===== src/rtl/stc_pkg.sv =====
// Shared types and helpers for the bit-serial two's-complement unit.
package stc_pkg;

    // Operation select carried on in_op.
    typedef enum logic [1:0] {
        STC_PASS = 2'b00,
        STC_NEG  = 2'b01,
        STC_ABS  = 2'b10,
        STC_RSVD = 2'b11
    } stc_op_e;

    // Control states: accept, shift WIDTH bits LSB-first, present result.
    typedef enum logic [1:0] {
        ST_IDLE  = 2'b00,
        ST_SHIFT = 2'b01,
        ST_DONE  = 2'b10
    } stc_state_e;

    // Widest operand the helper below can describe.
    localparam int STC_MAX_WIDTH = 64;

    // Most-negative two's-complement value of width w: only the sign bit set.
    // Callers truncate the result to their own operand width.
    function automatic logic [STC_MAX_WIDTH-1:0] stc_most_neg(input int w);
        logic [STC_MAX_WIDTH-1:0] v;
        v = '0;
        v[w-1] = 1'b1;
        return v;
    endfunction

endpackage


===== src/rtl/stc_bit_cell.sv =====
// Single half-adder cell reused once per bit by the serial negate unit.
module stc_bit_cell (
    input  logic a,
    input  logic cin,
    output logic s,
    output logic cout
);

    // Sum and carry of the two input bits.
    always_comb begin
        s    = a ^ cin;
        cout = a & cin;
    end

endmodule


===== src/rtl/serial_twos_complement.sv =====
// Bit-serial negate / absolute-value unit. The operand is shifted out LSB-first
// through one half-adder cell applying invert-plus-one; the result is shifted
// into a register from the MSB side so it is aligned after WIDTH cycles.
//
// Handshakes: a word moves on either port only at a rising edge where both
// valid and ready are high. The unit accepts one operand in IDLE and then holds
// in_ready low until its result has been taken in DONE; out_valid is high only
// in DONE, and out_data/out_ovf stay constant while it waits for out_ready.
module serial_twos_complement
    import stc_pkg::*;
#(
    parameter int WIDTH = 8,
    parameter int CNT_W = $clog2(WIDTH)
) (
    input  logic             clk,
    input  logic             rst_n,
    input  logic             in_valid,
    output logic             in_ready,
    input  logic [WIDTH-1:0] in_data,
    input  logic [1:0]       in_op,
    output logic             out_valid,
    input  logic             out_ready,
    output logic [WIDTH-1:0] out_data,
    output logic             out_ovf,
    output logic             busy
);

    localparam logic [CNT_W-1:0] LAST_BIT = CNT_W'(WIDTH - 1);
    localparam logic [WIDTH-1:0] MOST_NEG = WIDTH'(stc_most_neg(WIDTH));

    // state_q is kept as a plain register so checkers can bind to it.
    stc_state_e       state_q, state_d;
    logic [WIDTH-1:0] sreg_q, sreg_d;
    logic [WIDTH-1:0] res_q, res_d;
    logic [CNT_W-1:0] cnt_q, cnt_d;
    logic             carry_q, carry_d;
    logic             inv_q, inv_d;
    logic             ovf_q, ovf_d;

    stc_op_e          op;
    logic             op_inv;
    logic             cell_a, cell_cin, cell_s, cell_c;

    // Decode whether the incoming operand gets inverted-plus-one.
    always_comb begin
        op     = stc_op_e'(in_op);
        op_inv = (op == STC_NEG) | ((op == STC_ABS) & in_data[WIDTH-1]);
    end

    // Cell inputs: inverted operand bit and the +1 carry, gated off for PASS.
    always_comb begin
        cell_a   = sreg_q[0] ^ inv_q;
        cell_cin = carry_q & inv_q;
    end

    stc_bit_cell u_cell (
        .a    (cell_a),
        .cin  (cell_cin),
        .s    (cell_s),
        .cout (cell_c)
    );

    // Next-state and datapath updates for accept, shift and result hand-off.
    always_comb begin
        state_d = state_q;
        sreg_d  = sreg_q;
        res_d   = res_q;
        cnt_d   = cnt_q;
        carry_d = carry_q;
        inv_d   = inv_q;
        ovf_d   = ovf_q;
        case (state_q)
            ST_IDLE: begin
                if (in_valid) begin
                    sreg_d  = in_data;
                    cnt_d   = '0;
                    carry_d = 1'b1;
                    inv_d   = op_inv;
                    ovf_d   = op_inv & (in_data == MOST_NEG);
                    state_d = ST_SHIFT;
                end
            end
            ST_SHIFT: begin
                // Final carry out of the MSB is dropped: result wraps mod 2^WIDTH.
                res_d   = {cell_s, res_q[WIDTH-1:1]};
                sreg_d  = {1'b0, sreg_q[WIDTH-1:1]};
                carry_d = cell_c;
                cnt_d   = cnt_q + CNT_W'(1);
                if (cnt_q == LAST_BIT) begin
                    state_d = ST_DONE;
                end
            end
            ST_DONE: begin
                if (out_ready) begin
                    state_d = ST_IDLE;
                end
            end
            default: begin
                state_d = ST_IDLE;
            end
        endcase
    end

    // State and datapath registers; reset aborts any operation in flight.
    always_ff @(posedge clk or negedge rst_n) begin
        if (!rst_n) begin
            state_q <= ST_IDLE;
            sreg_q  <= '0;
            res_q   <= '0;
            cnt_q   <= '0;
            carry_q <= 1'b0;
            inv_q   <= 1'b0;
            ovf_q   <= 1'b0;
        end else begin
            state_q <= state_d;
            sreg_q  <= sreg_d;
            res_q   <= res_d;
            cnt_q   <= cnt_d;
            carry_q <= carry_d;
            inv_q   <= inv_d;
            ovf_q   <= ovf_d;
        end
    end

    // Port outputs; in_ready is forced low while reset is held.
    always_comb begin
        in_ready  = rst_n & (state_q == ST_IDLE);
        out_valid = (state_q == ST_DONE);
        out_data  = res_q;
        out_ovf   = ovf_q & (state_q == ST_DONE);
        busy      = (state_q == ST_SHIFT) | (state_q == ST_DONE);
    end

endmodule


===== config.mk =====
export PLATFORM = sky130hd
export DESIGN_NAME = serial_twos_complement
export DESIGN_NICKNAME = d
export VERILOG_FILES = /design/src/rtl/stc_pkg.sv /design/src/rtl/stc_bit_cell.sv /design/src/rtl/serial_twos_complement.sv
export SDC_FILE = /design/constraint.sdc
export NUM_CORES = 1
export LEC_CHECK = 0
export CORE_UTILIZATION = 37
export CTS_CLUSTER_DIAMETER = 200
export DETAILED_ROUTE_END_ITERATION = 8
export GPL_TIMING_DRIVEN = 0
export HOLD_SLACK_MARGIN = 0.06
export PLACE_DENSITY = 0.71
export RECOVER_POWER = 100
export SYNTH_ARGS = -nofsm -noshare
export SYNTH_HDL_FRONTEND = slang
export SYNTH_SLANG_ARGS = --single-unit

===== constraint.sdc =====
create_clock -name clk -period 3.3 [get_ports clk]
set_clock_uncertainty 0.15 [all_clocks]
set_input_delay 0.825 -clock clk [delete_from_list [all_inputs] [get_ports clk]]
set_output_delay 0.825 -clock clk [all_outputs]
set_load 0.01 [all_outputs]

==> flow_summary.ini <==
[global_route]
track_usage = 0.152
grt_pass1_vias = 898
antenna_found_initial = 0
globalRouteOverflowTotal = 0
grt_pass1_wl_um = 4060
grt_max_degree = 26

[clock_network]
clkTransAtPathRegs_ns = 0.13
clockRootBuffer = clkbuf_4
htreeDepth = 1
cts_buffers = 3
clk_latency_ns = 0.32
cts_buffer_depth = 2
cts.hold.buffers_added = 0
cts.sinks = 24
cts_tree = done

[cells_and_area]
finalNonFillerCells = 180
n_fill_cell = 306
drive_gt1_frac = 0.162
finalCoreUtilization = 0.505
diodes = 0
areaGrowthSynthToFinish_pct = 26.1
fin_nets = 158

[hold_path]
hold_path_class = reg2reg

[worst_setup_path]
crit_path_cell_trace = clkdlybuf4s15_2, and2_1, clkdlybuf4s50_1
cp.arrival_ns = 2.13
cp_max_fo = 25
crit_type = in2out
cp-start-kind = primary input
end_kind = output pin
crit_required_ns = 2.32
slowest_stage = clkdlybuf4s15_2
slowest_delay_ns = 0.58

[route]
dr_wl_met3_um = 90
vias = 915
drc = 0
drt_iter0_drc = 19
wire_per_inst_um = 13.2
drt-total-wl_um = 2380
top_layer = met4
firstDrtPassIters = 4
avgViaCountPerCell = 5.08
detail-route-antenna-nets = 0
wl_met2_um = 1150
wl_met1_um = 1110

[power_and_ir_drop]
p_sw_uw = 510
power_frac_seq = 0.353
cellPowerDensity_mw_per_mm2 = 923
p_int_uw = 960
peakVddDrop_mv = 0.340
clkPwrFrac = 0.147
p_sw_frac = 0.347
p_leak_nw = 0.698
pwr-share-comb = 0.500

[yosys]
synth_flop_cell = dfrtp_1
synth_area_leaders = dfrtp_1 48%, mux2_2 8.9%, ha_1 6.9%
synth_top_area_cell = dfrtp_1
async_flop_share = 1.00
synth_cell_type_count = 27
synth_edf_count = 0
ys_ff_latch = 24
synth_cells = 108
synth-seq-area-share = 0.476
syn_avg_cell_area_um2 = 11.7
synth_area_mm2 = 0.00126
synthDominantCellAreaShare = 0.476
syn_nets = 129
yosysWarningCount = 0

[sta]
setup_violations = 0
slew_viol_final = 0
fmax_mhz = 322
period_needed_ns = 3.11
period_share = 0.942
worstMarginPinSlew_ns = 0.615
relSlewSlack = 0.590
hold_viol = 0
rsz0062_at_grt = no

[floorplan]
coreArea_mm2 = 0.00315
io_pins = 26
die_y_um = 60.4
dieArea_mm2 = 0.00365
start_util = 0.400
rows = 20
die_w_um = 60.4

[placed_design]
dp_hpwl_um = 1730
post-place-cells = 176
place.gp.congestion = 0.803
port_buffers = 24

[job]
cap_violations = 0

[run_status]
status = complete, no violations
cells in the mapped netlist, types with 2 or more instances:
cell and number:
a21oi_1 7, a221o_1 7, a22o_1 2, and2_1 4
buf_2 4, buf_6 3, dfrtp_1 24, ha_1 7
inv_1 5, mux2_2 10, nand2_1 5, nand2b_1 8
nand3_1 7, o21ai_0 2
worst paths after layout:
kind	cells after the start	slack [ns]	from	endpoint
worst max-delay path	3	0.19	rst_n	in_ready
worst min-delay path	1	0.35	cnt_q[0]$_DFFE_PN0P_	cnt_q[0]$_DFFE_PN0P_
worst max register to register	5	1.10	state_q[1]$_DFFE_PN0P_	out_data[5]$_DFFE_PN0N_
worst min register to register	1	0.35	cnt_q[0]$_DFFE_PN0P_	cnt_q[0]$_DFFE_PN0P_
max in group asynchronous	1	2.17	rst_n	out_data[3]$_DFFE_PN0N_
min in group asynchronous	1	0.43	rst_n	sreg_q[7]$_DFFE_PN0P_
final cells by class:
class                      instances  area [µm²]  share of cell area
sequential                        24         601               0.377
clock buffer                       3        22.5              0.0142
tap                               44        55.1              0.0346
clock inverter                     1        30.0              0.0189
multi-input combinational         72         572               0.359
buffer                             7        51.3              0.0322
timing repair buffer              24         241               0.152
inverter                           5        18.8              0.0118
worst max-delay path: cells and delay by family:
kind	cells	cell delay [ns]
buffers and inverters	2	1.11
and+or+nand+nor	1	0.21
power groups by stage:
stage          Combinational (mW)  Clock, mW  Sequential, mW
2_1_floorplan               0.519          0           0.531
3_3_place_gp                0.774          0           0.521
3_5_place_dp                0.795          0           0.529
4_1_cts                     0.798      0.221           0.523
5_1_grt                     0.819      0.235           0.540
6_report                    0.735      0.216           0.519
sequential cells by signal, indices dropped and copies added, names as in the netlist:
register and flops:
state_q 2, cnt_q 3, carry_q 1, ovf_q 1
sreg_q 8, out_data 8, inv_q 1
through the flow:
stage	hold slack [ns]	TNS (ns)	setup slack (ns)	total power [mW]	cell area (µm²)
4_1_cts	0.361	0	0.123	1.54	1610
5_1_grt	0.391	0	0.0493	1.59	1590
2_1_floorplan	0.314	0	1.25	1.05	1260
3_5_place_dp	0.338	-0.546	-0.546	1.32	1560
6_report	0.354	0	0.190	1.47	1590
3_3_place_gp	0.334	-0.520	-0.520	1.29	1560
layer usage:
metal / up-vias / global-route usage
met5: - / 0
met4: 0 / 0.0682
met3: 4 / 0.0256
met2: 26 / 0.245
met1: 442 / 0.202
li1: 443 / -
cell usage in the layout (no fill, tap or decap), types with 3 or more instances in the layout:
master / instances
dlygate4sd3_1: 12
inv_1: 5
buf_6: 3
clkdlybuf4s50_1: 11
mux2_2: 10
clkbuf_4: 3
a221o_1: 7
nand2b_1: 8
and2_1: 4
nand3_1: 7
ha_1: 7
dfrtp_1: 24
nand2_1: 5
a21oi_1: 7
cells by family (layout without fill, tap and decap cells):
family | Yosys count | after routing | share of synthesized area
adders and majority gates | 7 | 7 | 0.0694
DFF | 24 | 24 | 0.476
and+or+nand+nor | 30 | 30 | 0.143
xor gates and xnor gates | 1 | 1 | 0.00694
buffers and inverters | 12 | 40 | 0.0575
AOI/OAI and AO/OA | 23 | 23 | 0.151
muxes | 11 | 11 | 0.0971
timing repair:
| action | CTS | global route |
|---|---|---|
| hold endpoints to repair | 0 | 0 |
| setup endpoints to repair | 1 | 0 |
| buffers inserted | 0 | 0 |
| gates resized for setup | 3 | 0 |
Power figures use the tool's default switching activity.
